`src/rtl/msk_ct_unshare_serializer_if.sv`:
```
// ----------------------------------------------------------------------------
// msk_ct_unshare_serializer_if
// Purpose : bundles the core-side ciphertext handshake and the 32-bit word
//           stream of msk_ct_unshare_serializer into one interface.
// Signals :
//   sh_ciphertext [128*D] shared ciphertext, share s of bit i at index D*i+s
//   cipher_valid          core output valid
//   out_ready             ready back toward the core
//   word_data     [32]    recombined ciphertext word
//   word_valid            word stream valid
//   word_ready            downstream ready
//   word_last             marks the 4th beat of a block
// Modports: master = core/downstream side (drives inputs of the serializer),
//           slave  = the serializer itself.
// ----------------------------------------------------------------------------
interface msk_ct_unshare_serializer_if #(
    parameter int D = 2
);
    logic [128*D-1:0] sh_ciphertext;
    logic             cipher_valid;
    logic             out_ready;
    logic [31:0]      word_data;
    logic             word_valid;
    logic             word_ready;
    logic             word_last;

    modport master (
        output sh_ciphertext, cipher_valid, word_ready,
        input  out_ready, word_data, word_valid, word_last
    );

    modport slave (
        input  sh_ciphertext, cipher_valid, word_ready,
        output out_ready, word_data, word_valid, word_last
    );
endinterface

```
`src/rtl/msk_ct_unshare_serializer.sv`:
```
// ----------------------------------------------------------------------------
// msk_ct_unshare_serializer
// Purpose : takes a d-share masked 128-bit ciphertext from the masked AES core,
//           XOR-recombines the shares into the public ciphertext and streams it
//           out as four 32-bit beats (low word first). The ciphertext register
//           is cleared once the last beat is taken with no follow-up block.
// Ports   :
//   clk    in   clock, rising edge
//   rst_n  in   asynchronous active-low reset
//   bus    slave modport of msk_ct_unshare_serializer_if (core handshake and
//          word stream)
//   busy   out  high while a block is held (SEND)
// Parameters:
//   d              number of shares, must match the core and the interface D
//   REVERSE_BYTES  1 = byte-swap each beat (big-endian FIPS-197 byte order)
// ----------------------------------------------------------------------------
module msk_ct_unshare_serializer #(
    parameter int d             = 2,
    parameter bit REVERSE_BYTES = 1'b0
) (
    input  logic                          clk,
    input  logic                          rst_n,
    msk_ct_unshare_serializer_if.slave    bus,
    output logic                          busy
);

    typedef enum logic {
        S_IDLE = 1'b0,
        S_SEND = 1'b1
    } state_t;

    state_t       r_state;
    logic [127:0] r_ct;
    logic [1:0]   r_beat;

    logic [127:0] w_ct;
    logic [31:0]  w_word_raw;
    logic [31:0]  w_word;
    logic         w_send;
    logic         w_last_accept;
    logic         w_take;

    // Share recombination: pure XOR, no fresh randomness involved.
    always_comb begin
        w_ct = '0;
        for (int i = 0; i < 128; i++) begin
            for (int s = 0; s < d; s++) begin
                w_ct[i] = w_ct[i] ^ bus.sh_ciphertext[d*i+s];
            end
        end
    end

    assign w_send        = (r_state == S_SEND);
    assign w_last_accept = w_send && (r_beat == 2'd3) && bus.word_ready;

    // The only combinational ready path: the core may hand over the next
    // block in the very cycle the final beat leaves, giving gapless streaming.
    assign bus.out_ready = (r_state == S_IDLE) || w_last_accept;
    assign w_take        = bus.out_ready && bus.cipher_valid;

    assign w_word_raw = r_ct[32*r_beat +: 32];
    assign w_word     = REVERSE_BYTES ? {w_word_raw[7:0],   w_word_raw[15:8],
                                         w_word_raw[23:16], w_word_raw[31:24]}
                                      : w_word_raw;

    // Data is gated so nothing of the ciphertext is visible outside SEND.
    assign bus.word_valid = w_send;
    assign bus.word_data  = w_send ? w_word : 32'd0;
    assign bus.word_last  = w_send && (r_beat == 2'd3);
    assign busy           = w_send;

    always_ff @(posedge clk or negedge rst_n) begin
        if (!rst_n) begin
            r_state <= S_IDLE;
            r_ct    <= '0;
            r_beat  <= 2'd0;
        end else begin
            case (r_state)
                S_IDLE: begin
                    if (w_take) begin
                        r_ct    <= w_ct;
                        r_beat  <= 2'd0;
                        r_state <= S_SEND;
                    end
                end
                S_SEND: begin
                    if (bus.word_ready) begin
                        if (r_beat != 2'd3) begin
                            r_beat <= r_beat + 2'd1;
                        end else if (bus.cipher_valid) begin
                            // back-to-back block, no bubble
                            r_ct   <= w_ct;
                            r_beat <= 2'd0;
                        end else begin
                            // zeroize once the block has fully left
                            r_ct    <= '0;
                            r_beat  <= 2'd0;
                            r_state <= S_IDLE;
                        end
                    end
                end
                default: begin
                    r_state <= S_IDLE;
                    r_ct    <= '0;
                    r_beat  <= 2'd0;
                end
            endcase
        end
    end

endmodule

```
`src/flat_wrapper.sv`:
```
// flat-port wrapper written by rule: the top's interface ports become plain ports
module msk_ct_unshare_serializer_flat 
#(
    parameter int d             = 2,
    parameter bit REVERSE_BYTES = 1'b0
)
  (clk, rst_n, busy, bus_sh_ciphertext, bus_cipher_valid, bus_word_ready, bus_out_ready, bus_word_data, bus_word_valid, bus_word_last);
  msk_ct_unshare_serializer_if bus_i ();
  input  logic clk;
  input  logic rst_n;
  output logic busy;
  input wire logic [$bits(bus_i.sh_ciphertext)-1:0] bus_sh_ciphertext;
  input wire logic [$bits(bus_i.cipher_valid)-1:0] bus_cipher_valid;
  input wire logic [$bits(bus_i.word_ready)-1:0] bus_word_ready;
  output wire logic [$bits(bus_i.out_ready)-1:0] bus_out_ready;
  output wire logic [$bits(bus_i.word_data)-1:0] bus_word_data;
  output wire logic [$bits(bus_i.word_valid)-1:0] bus_word_valid;
  output wire logic [$bits(bus_i.word_last)-1:0] bus_word_last;
  assign bus_i.sh_ciphertext = bus_sh_ciphertext;
  assign bus_i.cipher_valid = bus_cipher_valid;
  assign bus_i.word_ready = bus_word_ready;
  assign bus_out_ready = bus_i.out_ready;
  assign bus_word_data = bus_i.word_data;
  assign bus_word_valid = bus_i.word_valid;
  assign bus_word_last = bus_i.word_last;
  msk_ct_unshare_serializer #(.d(d), .REVERSE_BYTES(REVERSE_BYTES)) u_core (.clk(clk), .rst_n(rst_n), .bus(bus_i), .busy(busy));
endmodule
```
`config.mk`:
```
export PLATFORM = sky130hd
export DESIGN_NAME = msk_ct_unshare_serializer_flat
export DESIGN_NICKNAME = d
export VERILOG_FILES = /design/src/rtl/msk_ct_unshare_serializer_if.sv /design/src/rtl/msk_ct_unshare_serializer.sv /design/src/flat_wrapper.sv
export SDC_FILE = /design/constraint.sdc
export NUM_CORES = 1
export LEC_CHECK = 0
export BUFFER_PORTS_ARGS = -buffer_cell sky130_fd_sc_hd__clkbuf_2
export CAP_MARGIN = 20
export CORE_ASPECT_RATIO = 1.5
export CORE_MARGIN = 1
export CORE_UTILIZATION = 50
export DETAILED_ROUTE_END_ITERATION = 10
export MAX_ROUTING_LAYER = met4
export PLACE_DENSITY_LB_ADDON = 0.12
export RECOVER_POWER = 25
export REMOVE_ABC_BUFFERS = 1
export SYNTH_ARGS = -nofsm -noshare
export SYNTH_HDL_FRONTEND = slang
export SYNTH_SLANG_ARGS = --single-unit
```
`constraint.sdc`:
```
create_clock -name clk -period 3.3 [get_ports clk]
set_clock_uncertainty 0.15 [all_clocks]
set_input_delay 0.165 -clock clk [delete_from_list [all_inputs] [get_ports clk]]
set_output_delay 0.165 -clock clk [all_outputs]
set_load 0.02 [all_outputs]
```
* Word-level counts from Yosys, hierarchy flattened
Index checks and enable logic that the tools add are counted.
Word-level totals: bits in registers 131, input port bits 260, output and inout bits 36
Operators by class: add/sub/neg operators 1, equality and inequality tests 5, shift operators 1, mux-type cells 15, bitwise operators 129, reductions and logical operators 6
Operators by type and width (count):
- 128-bit two-way mux | 4
- 128-bit case mux with 2 select lines | 1
- 128-bit by 8-bit indexed part select with 32-bit output | 1
- 1-bit XOR | 128
- 32-bit two-way mux | 1
- 2-bit two-way mux | 3
- 2-bit inequality test (second input constant) | 3
- 1-bit two-way mux | 4
- 2-bit case mux with 2 select lines | 1
- 1-bit logical AND | 3
- 3-bit AND reduction | 1
- 2-bit by 1-bit adder with 2-bit output (second input constant) | 1
- 2-bit == test (second input constant) | 1
- 2-bit by 1-bit inequality test with 1-bit output (second input constant) | 1
- 1-bit case mux with 2 select lines | 1
- 2-bit AND reduction | 1
- 1-bit logical OR | 1
- 1-bit NOT | 1

* Depth between registers and ports, before layout
Gate-level depths: netlist of the first run.
word-level depth 7, depth in mapped cells 5, gate-level depth less buffers 4

* Worst setup path after synthesis of the first run
No wires, ideal clock.
kind register -> register, from register u_core.r_beat[0], to register u_core.r_ct[72], data arrival time 1488 ps, data required time 3025 ps, slack 1538 ps, stages on the path, launching flop included 6, period minus slack after synthesis 1762 ps, cells stage by stage dfrtp_1 > ha_1 > a31oi_2 > buf_4 > buf_6 > mux2_2
Between the ends: word-level cells in the longest chain between the ends 7, elaborated cells on any way between the ends 9, those cells by class eq/ne: 4; reduce/logical: 5
RTL lines:
- from (decl) | RTL line msk_ct_unshare_serializer.sv:34 | logic [1:0] r_beat;
- from (signal assigned) | RTL line msk_ct_unshare_serializer.sv:89 | r_beat <= r_beat + 2'd1;
- 2-bit == test | RTL line msk_ct_unshare_serializer.sv:54 | assign w_last_accept = w_send && (r_beat == 2'd3) && bus.word_ready;
- 1-bit logical AND (2 in series) | RTL line msk_ct_unshare_serializer.sv:54
- 1-bit logical OR | RTL line msk_ct_unshare_serializer.sv:58 | assign bus.out_ready = (r_state == S_IDLE) || w_last_accept;
- 1-bit logical AND | RTL line msk_ct_unshare_serializer.sv:59 | assign w_take = bus.out_ready && bus.cipher_valid;
- 2-bit by 1-bit inequality test with 1-bit output (no source line)
- 3-bit AND reduction (no source line) (*)
- to (signal assigned) | RTL line msk_ct_unshare_serializer.sv:81 | r_ct <= w_ct;
- to (signal assigned) | RTL line msk_ct_unshare_serializer.sv:92 | r_ct <= w_ct;
- to (decl) | RTL line msk_ct_unshare_serializer.sv:33 | logic [127:0] r_ct;
Mark *: on every way between the ends. The rest lies on a longest branch, timed or not. A chain may end at the register's enable or synchronous reset.

* Worst setup path after layout of the first run
from register u_core.r_beat[0], to output port bus_word_data[2]
Between the ends: word-level cells in the longest chain between the ends 2
RTL lines:
- 128-bit by 8-bit indexed part select with 32-bit output | RTL line msk_ct_unshare_serializer.sv:61 | assign w_word_raw = r_ct[32*r_beat +: 32];
- 32-bit two-way mux | RTL line msk_ct_unshare_serializer.sv:68 | assign bus.word_data = w_send ? w_word : 32'd0;
- to (decl) | RTL line flat_wrapper.sv:16 | output wire logic [$bits(bus_i.word_data)-1:0] bus_word_data;
No other way between the ends.

==> results of run 1 <==
-- worst min-delay path: stages --
cell      delay, ns
clkbuf_2       0.08
xnor2_1        0.06
nor2_1         0.08
mux2_2         0.14
-- cells in the mapped netlist (all sizes together) --
cell and instances:
clkbuf 4, mux2 129, nor2b 2, a31oi 1, ha 1, buf 37
xnor2 128, and2 33, mux4 32, o21ai 3, and2b 1, nand2b 3
nand2 3, nor2 128, dfrtp 131, nor3b 1
-- cells by family after synthesis --
logic type,after synthesis,share of synthesized area
AOI/OAI and AO/OA,4,0.003587
xor gates and xnor gates,128,0.1461
adders and majority gates,1,0.001631
buffers and inverters,41,0.04094
DFF,131,0.4273
muxes,161,0.2833
and+or+nand+nor,171,0.09705
-- layer usage --
layer  wire, um  share of wire  track usage
met1       6522           0.38       0.2372
met2       9610           0.56       0.4229
met3        560          0.033      0.03318
met4        400          0.023      0.08719
met5          0              0            -
-- report_power, final --
| group | leakage (uW) | internal, uW | switching (uW) |
|---|---|---|---|
| combinational | 0.00303 | 2060 | 1720 |
| sequential | 0.00167 | 2400 | 378 |
| clock | 0.000279 | 1130 | 678 |
| total | 0.00498 | 5590 | 2780 |
-- path summary, 6_finish.rpt --
kind | start | endpoint | depth (start not counted)
worst max-delay path | u_core.r_beat[0] | bus_word_data[2] | 4
worst min-delay path | bus_sh_ciphertext[135] | u_core.r_ct[67] | 4
worst max register to register | u_core.bus.word_valid | u_core.r_ct[74] | 4
worst min register to register | u_core.r_ct[92] | u_core.r_ct[92] | 1
max in group asynchronous | rst_n | u_core.r_ct[106] | 3
min in group asynchronous | rst_n | u_core.r_ct[4] | 2
-- state kept, by name, indices dropped and copies added, names as in the netlist --
name,flops
u_core.bus.word_valid,1
u_core.r_beat,2
u_core.r_ct,128
-- layout make-up --
| cell class | instances | area (um2) | share of cell area |
|---|---|---|---|
| clock buffer | 19 | 442.9 | 0.04276 |
| timing repair buffer | 362 | 2162 | 0.2087 |
| clock inverter | 12 | 133.9 | 0.01292 |
| tap | 199 | 249.0 | 0.02404 |
| multi-input combinational | 465 | 4090 | 0.3949 |
| sequential | 131 | 3281 | 0.3167 |
-- through the flow --
stage / worst slack (ns) / utilization
after global routing: 0.5534 / 0.6873
after CTS: 0.6273 / 0.6875
final: 0.7060 / 0.6873
after global placement: 1.053 / 0.6107
after floorplan: -2.898 / -
after detailed placement: 1.010 / 0.6107
==> summary.md, run 1 <==
| Metric | Value |
|---|---|
| Status | completed |
| Num CTS Buffers | 17 |
| Post CTS Setup Buffer Count | 0 |
| Slowest stage delay, CP | 0.59 ns |
| Placer congestion estimate | 0.7626 |
| Max-slew violation count | 0 |
| Vias in the first global route | 6,001 |
| Post-route ant nets | 0 |
| Critical path capture point type | output port |
| Largest net degree at the start of global routing | 74 |
| Yosys warning count | 0 |
| CTS tree | done |
| Clock-pin slew of the registers on the worst-case setup and hold paths | 0.06 ns |
| Synth area leaders | dfrtp_1, mux2_2, xnor2_1 |
| Number of fill cells | 1,209 |
| Max-capacitance violation count | 0 |
| Num Clock Sinks | 131 |
| Synth cell types | 18 |
| Starting Density | 0.5090 |
| Peak VDD IR | 0.0004769 V |
| Global-route wire length before repair | 27,020 um |
| Hold WS | 0.004352 ns |
| Mapped Area | 7671 um2 |
| Layout area overhead | 35.04% |
| Placed cell areas | 9204 um2 |
| Syn avg cell area | 12.04 um2 |
| Commonest non-fill, non-tap cell in the layout | clkbuf_2 |
| Die width | 103.1 um |
| Crit path max fanout | 35 |
| Final wirelength | 17,090 um |
| Post-cts sizing count | 0 |
| Drt wl/cell | 14.39 um |
| Critical path class | flip-flop to output port |
| Hold Buf Count CTS | 58 |
| Initial antenna violation count | 0 |
| Port buffer count | 295 |
| Power Total | 8369 uW |
| Tot GR Track Use | 0.2285 |
| CP Cell Sequence | buf_4 > mux4_2 > and2_1 > clkbuf_2 |
| Worst setup SP type | flip-flop |
| # DRC | 0 |
| Share of cells above drive strength 1 | 0.5046 |
| Reg-to-reg slack, setup | 1.01 ns |
| Commonest non-fill, non-tap cells in the layout | clkbuf_2, mux2_2, dfrtp_1 |
| DP Cell Count | 1,099 |
| Final Cycle Share | 0.7861 |
| Slowest library cell on the worst path | mux4_2 |
| Synth Instances | 637 |
| Ant diodes | 0 |
| PwrDens | 807.9 nW/um2 |
| Final nets | 1,238 |
| Vias post-DR | 5,810 |
| Unrepaired setup endpoints after global routing | no |
| Setup TNS | 0 ns |
| F_max | 0.3855 GHz |
| Delay-heaviest family, CP | buffers and inverters |
| Max_slew headroom | 0.09183 |
| Cell taking the most area after synthesis | dfrtp_1 |
| Maximum clock insertion buffer count | 2 |
| IO Pins | 296 |
| Worst hold path class | input port to flip-flop |
| DR pass1 iterations | 6 |
| DP HPWL | 11,810 um |
| Die Y | 153.7 um |
| Core box area | 15,070 um2 |
| Final min period | 2.594 ns |
| Top cell type's share of synthesized area | 0.4273 |
| Grt ovf | 0 |
| CTS H-Tree Depth | 4 |
| Rows | 55 |
| Hold Vio Cnt, Final | 0 |
| Die area | 15,850 um2 |
| Cell area after layout | 10,360 um2 |
| Skew-Pair Late Insertion Delay | 0.40 ns |
| Post-synthesis sequential area ratio | 0.4273 |
| CTS root buf | clkbuf_16 |
| Worst Path Required | 2.98 ns |
| DR iter-0 viols | 112 |
| Worst path arrival time | 2.28 ns |
| Non-Filler Instances | 1,188 |
| Worst Tran Pin Value | 1.362 ns |
| # setup viols final | 0 |
| Via/cell ratio | 4.891 |
| #FFs+latches synth | 131 |
| Worst path buffer plus inverter count | 2 |
| Static Leakage | 0.004983 uW |
Power figures use the tool's default switching activity.
==> inputs of run 2 (changes only) <==
ABC_AREA = 1   (was default)
clock period = 2.6 ns   (was 3.3 ns; I/O delays follow)
==> run 2 against run 1 <==
Net effect:
- the run now ends with capacitance limit, slew limit left
- critical path depth grew 2
- design area grew 42%
- synthesized area grew 13%
- clock-buffer cell count grew 1
- first-iteration DRC count grew to 12 times the previous value
- sequential power grew 30%
- sequential share of layout area shrank 9.4 points
- register-to-register slack lost 0.77 ns
- flip-flop and latch count is the same
- die area grew 13%
- critical endpoint is now bus_word_data[16]
- largest power group unchanged
==> summary.md, run 2 <==
| Metric | Value |
|---|---|
| Status | finished with violations |
| Failing checks | capacitance limit, slew limit |
| Placer congestion estimate | 0.8436 |
| Dpl ws | 0.5847 ns |
| Final Cycle Share | 0.9868 |
| Share of cells above drive strength 1 | 0.1667 |
| Port buffer count | 295 |
| DR pass1 iterations | 8 |
| Final core utilization | 0.8713 |
| Max-capacitance violation count | 1 |
| Vias in the first global route | 12,930 |
| Num CTS Buffers | 17 |
| Worst hold path class | flip-flop to flip-flop |
| Top cell type's share of synthesized area | 0.3765 |
| Critical path capture point type | output port |
| Final wirelength | 36,980 um |
| Commonest cells in the netlist | nand2_1, nor2_1, inv_1 |
| Fraction of registers with async set/reset | 1.000 |
| Max-slew violation count | 67 |
| GRT met1 Usage | 0.4400 |
| F_max | 0.3898 GHz |
| CP Cell Sequence | buf_4 > inv_1 > buf_6 > nand3_1 > a21oi_1 > clkbuf_2 |
| Worst setup SP type | flip-flop |
| Top-count cell post-synth | nand2_1 |
| IO Pins | 296 |
| Setup TNS | 0 ns |
| Post-synth EDFFs | 0 |
| DP Cell Count | 1,926 |
| Peak VDD IR | 0.0005955 V |
| Slowest stage delay, CP | 0.56 ns |
| Final min period | 2.566 ns |
| Largest register FFs | 128 |
| Final nets | 2,383 |
| Commonest non-fill, non-tap cell in the layout | nand2_1 |
| Unrepaired setup endpoints after global routing | no |
| # DRC | 0 |
| Biggest register | u_core.r_ct |
| Cell taking the most area after synthesis | dfrtp_1 |
| #FFs+latches synth | 131 |
| Post-synthesis sequential area ratio | 0.3765 |
| Largest net degree at the start of global routing | 77 |
| Via/cell ratio | 5.268 |
| Top_reg_cell synth | dfrtp_1 |
| Die Y | 163.6 um |
| Non-Filler Instances | 2,350 |
| Clock-pin slew of the registers on the worst-case setup and hold paths | 0.06 ns |
| Starting Density | 0.5149 |
| Met3 Use GR | 0.1161 |
| GR peak layer | met2 |
| Grt ovf | 0 |
| Synth cell types | 18 |
| Slowest library cell on the worst path | dfrtp_2 |
| Synth area leaders | dfrtp_1, nand2_1, nor2_1 |
| Die width | 109.7 um |
| Initial antenna violation count | 5 |
| # setup viols final | 0 |
| Global-route wire length before repair | 59,360 um |
| Die area | 17,950 um2 |
| Worst path arrival time | 2.29 ns |
| Num Clock Sinks | 131 |
| Syn avg cell area | 5.918 um2 |
| Synth Instances | 1,471 |
| Max_slew headroom | -0.1711 |
| Mapped Area | 8706 um2 |
| Worst Path Required | 2.32 ns |
| Final Worst Setup Slack | 0.03442 ns |
| Drt wl/cell | 15.74 um |
| Static Leakage | 0.008437 uW |
| Number of fill cells | 837 |
| Critical path class | flip-flop to output port |
| Tot GR Track Use | 0.4449 |
| Hold Vio Cnt, Final | 0 |
| Core box area | 16,910 um2 |
| Post-route ant nets | 0 |
| Hold WS | 0.3284 ns |
| CTS H-Tree Depth | 4 |
| Crit path max fanout | 19 |
| PwrDens | 853.5 nW/um2 |
| Layout area overhead | 69.23% |
| GR Util met2 | 0.7496 |
| Commonest non-fill, non-tap cells in the layout | nand2_1, dlygate4sd3_1, clkbuf_2 |
| Maximum clock insertion buffer count | 2 |
| Rows | 58 |
| Worst Tran Pin Value | 1.757 ns |
| Skew-Pair Late Insertion Delay | 0.40 ns |
| CTS tree | done |
| Yosys warning count | 0 |
| DR iter-0 viols | 1,381 |
| DP HPWL | 15,660 um |
| Vias post-DR | 12,380 |
| CTS root buf | clkbuf_16 |
## run 2: where the power goes
part,internal [uW],switching [uW],leakage [uW]
clock,1680,932,0.000305
combinational,2390,3980,0.00644
sequential,2970,616,0.00169
## run 2: cell families (layout without fill, tap and decap cells)
family          count (synthesis)  count (layout)  synth area share
compound gates                 35              35           0.02012
fa+ha+maj                       1               1          0.001437
simple gates                 1099            1099            0.4862
buf+inv                       205             869            0.1157
flops                         131             131            0.3765
other cells                     0               5                 0
## run 2: final timing paths
kind	startpoint	cells after the start	slack, ns	end
max reg2reg	u_core.bus.word_valid	7	0.24	u_core.r_ct[54]
min reg2reg	u_core.r_ct[58]	2	0.33	u_core.r_ct[58]
min in group asynchronous	rst_n	2	0.56	u_core.r_ct[6]
min	u_core.r_ct[58]	2	0.33	u_core.r_ct[58]
max	u_core.r_beat[1]	6	0.03	bus_word_data[16]
max in group asynchronous	rst_n	3	0.49	u_core.r_ct[109]
## run 2: timing repair
item | CTS | global route
endpoints found under the setup margin | 0 | 74
buffers inserted | 0 | 0
resized for setup | 0 | 3
hold buffers | 387 | 0
hold endpoints to repair | 195 | 0
## run 2: layout make-up
| type | instances | area [um2] | area share |
|---|---|---|---|
| diodes | 5 | 12.51 | 0.0008493 |
| clock buffers | 20 | 466.7 | 0.03168 |
| clock inverters | 12 | 177.7 | 0.01206 |
| inverters | 137 | 514.2 | 0.03490 |
| multi-input cells | 1135 | 4449 | 0.3020 |
| flip-flops and latches | 131 | 3282 | 0.2228 |
| well taps | 210 | 262.8 | 0.01783 |
| repair buffers | 700 | 5568 | 0.3779 |
## run 2: worst max-delay path: cells and delay by family (launching register included)
| family | cells | cell delay, ns |
|---|---|---|
| buffers and inverters | 4 | 0.88 |
| DFF | 1 | 0.56 |
| and+or+nand+nor | 1 | 0.15 |
| AOI/OAI and AO/OA | 1 | 0.25 |
## run 2: layer usage
metal  vias to the layer above  wire (um)  part of all wire
met4                         0       2513             0.068
met2                       805      18720              0.51
met3                       270       3121             0.084
li1                       5675          -                 -
met1                      5629      12630              0.34
met5                         -          0                 0
## run 2: through the flow
stage	cell area (um2)	total power (uW)
final	14730	12570
after global routing	14730	13400
after CTS	14720	12080
after detailed placement	10200	8837
after global placement	10200	8727
after floorplan	8213	7019
==> inputs of run 3 (changes only) <==
SLEW_MARGIN = 20   (was default)
clock period = 2.4 ns   (was 2.6 ns; I/O delays follow)
==> run 3 against run 2 <==
Net effect:
- the flow now finishes without violations
- power rose by 6.1%
- routed wire length increased by 6.1%
- sequential power increased by 7.2%
- non-clock buffer count unchanged
- via count grew 3.8%
- setup slack gained 0.027 ns
- combinational power up 6.8%
- die area is the same
- critical path type unchanged
- global-route usage grew 3.2 points
- final cell count rose by 0.13%
==> summary.md, run 3 (synthesis gave the netlist of run 2 again) <==
| Metric | Value |
|---|---|
| F_max | 0.4276 GHz |
| Worst setup SP type | flip-flop |
| CTS tree | done |
| CP Cell Sequence | buf_6 > inv_2 > buf_4 > nand2_1 > nand3_1 > a21oi_1 > clkbuf_2 |
| Commonest non-fill, non-tap cells in the layout | nand2_1, dlygate4sd3_1, clkbuf_2 |
| DP HPWL | 15,480 um |
| Post-route ant nets | 0 |
| Number of fill cells | 892 |
| Starting Density | 0.5149 |
| DR pass1 iterations | 8 |
| Global-route wire length before repair | 63,110 um |
| Int Pwr | 7395 uW |
| Grt ovf | 0 |
| IO Pins | 296 |
| Initial antenna violation count | 6 |
| Status | completed |
| Sw frac | 0.4455 |
| Setup TNS | 0 ns |
| Num Clock Sinks | 131 |
| DP Cell Count | 1,926 |
| Net switching power | 5941 uW |
| Worst hold path class | flip-flop to flip-flop |
| Seq pwr share | 0.288 |
| DR iter-0 viols | 1,455 |
| Biggest register | u_core.r_ct |
| Placer congestion estimate | 0.8090 |
| Largest register FFs | 128 |
| # DRC | 0 |
| Placed cell areas | 10,180 um2 |
| Peak VDD IR | 0.0006744 V |
| Hold Vio Cnt, Final | 0 |
| Port buffer count | 295 |
| # setup viols final | 0 |
| Layout area overhead | 68.54% |
| Final nets | 2,383 |
| PwrDens | 908.9 nW/um2 |
| Max-capacitance violation count | 0 |
| Num CTS Buffers | 17 |
| Worst Tran Pin Value | 1.477 ns |
| Sequential cell area | 3282 um2 |
| Max_slew headroom | 0.01537 |
| Clock-pin slew of the registers on the worst-case setup and hold paths | 0.06 ns |
| Worst Path Required | 2.13 ns |
| Via/cell ratio | 5.461 |
| Crit path max fanout | 40 |
| CTS H-Tree Depth | 4 |
| Worst path arrival time | 2.07 ns |
| Final min period | 2.339 ns |
| Critical path class | flip-flop to output port |
| Cell area after layout | 14,670 um2 |
| Non-Filler Instances | 2,353 |
| Die Y | 163.6 um |
| Commonest non-fill, non-tap cell in the layout | nand2_1 |
| Skew-Pair Late Insertion Delay | 0.42 ns |
| Final core utilization | 0.8678 |
| Tot GR Track Use | 0.4764 |
| CTS root buf | clkbuf_16 |
| Drt wl/cell | 16.68 um |
| Vias post-DR | 12,850 |
| Static Leakage | 0.008347 uW |
| Die width | 109.7 um |
| Slowest library cell on the worst path | dfrtp_2 |
| Clock group share of total power | 0.202 |
| Slowest stage delay, CP | 0.38 ns |
| Critical path capture point type | output port |
| Max-slew violation count | 0 |
| Core box area | 16,910 um2 |
| Largest net degree at the start of global routing | 87 |
| Hold WS | 0.3257 ns |
| Vias in the first global route | 13,500 |
| Die area | 17,950 um2 |
| Share of cells above drive strength 1 | 0.1658 |
| Final Cycle Share | 0.9744 |
| Maximum clock insertion buffer count | 2 |
| Multi-input gate area | 4449 um2 |
| Gate power share | 0.510 |
| Rows | 58 |
| Final wirelength | 39,250 um |
==> run 3: worst max-delay path: cells and delay by family (launching register included) <==
| family | cells | cell delay (ns) |
|---|---|---|
| AO/OA/AOI/OAI | 1 | 0.21 |
| buffers and inverters | 4 | 0.81 |
| AND/OR/NAND/NOR | 2 | 0.24 |
| flip-flops | 1 | 0.38 |
==> run 3: metrics by stage <==
| stage | worst slack, ns | total power [uW] |
|---|---|---|
| floorplan | -2.101 | 7604 |
| global placement | 0.4625 | 9408 |
| detailed placement | 0.4391 | 9540 |
| CTS | 0.09200 | 12790 |
| global route | -0.002806 | 14220 |
| finish | 0.06145 | 13340 |
==> run 3: power by group through the flow <==
stage / logic [uW] / registers, uW / clock network [uW]
floorplan: 3820 / 3780 / 0
global placement: 5640 / 3760 / 0
detailed placement: 5750 / 3790 / 0
CTS: 6320 / 3770 / 2700
global route: 7490 / 3940 / 2790
finish: 6800 / 3850 / 2690
==> run 3: repair_timing <==
action                                  4_1_cts  5_1_grt
setup buffers                                 0        0
hold buffers                                387        0
endpoints found under the hold margin       189        0
endpoints found under the setup margin        0       43
gates resized for setup                       0        3
==> run 3: layout make-up <==
cell class              count  share of cell area
inverters                 137             0.03505
flip-flops and latches    131              0.2237
clock inverters            10            0.008868
diodes                      8            0.001364
repair buffers            700              0.3776
well taps                 210             0.01791
clock buffers              22             0.03232
multi-input cells        1135              0.3032
==> run 3: path summary, 6_finish.rpt <==
| path | start | end | slack (ns) | depth (start not counted) |
|---|---|---|---|---|
| max | u_core.r_beat[0] | bus_word_data[19] | 0.06 | 7 |
| min | u_core.r_ct[90] | u_core.r_ct[90] | 0.33 | 2 |
| max reg2reg | u_core.r_beat[1] | u_core.r_ct[92] | 0.32 | 8 |
| min reg2reg | u_core.r_ct[90] | u_core.r_ct[90] | 0.33 | 2 |
| max in group asynchronous | rst_n | u_core.r_ct[119] | 0.43 | 3 |
| min in group asynchronous | rst_n | u_core.r_ct[70] | 0.42 | 2 |
==> run 3: metal layers <==
layer | wire (um) | track usage | vias up | part of all wire
li1 | - | - | 5680 | -
met1 | 13040 | 0.4492 | 5783 | 0.33
met2 | 19450 | 0.7596 | 1012 | 0.50
met3 | 3749 | 0.1911 | 374 | 0.096
met4 | 3011 | 0.3733 | 0 | 0.077
met5 | 0 | - | - | 0
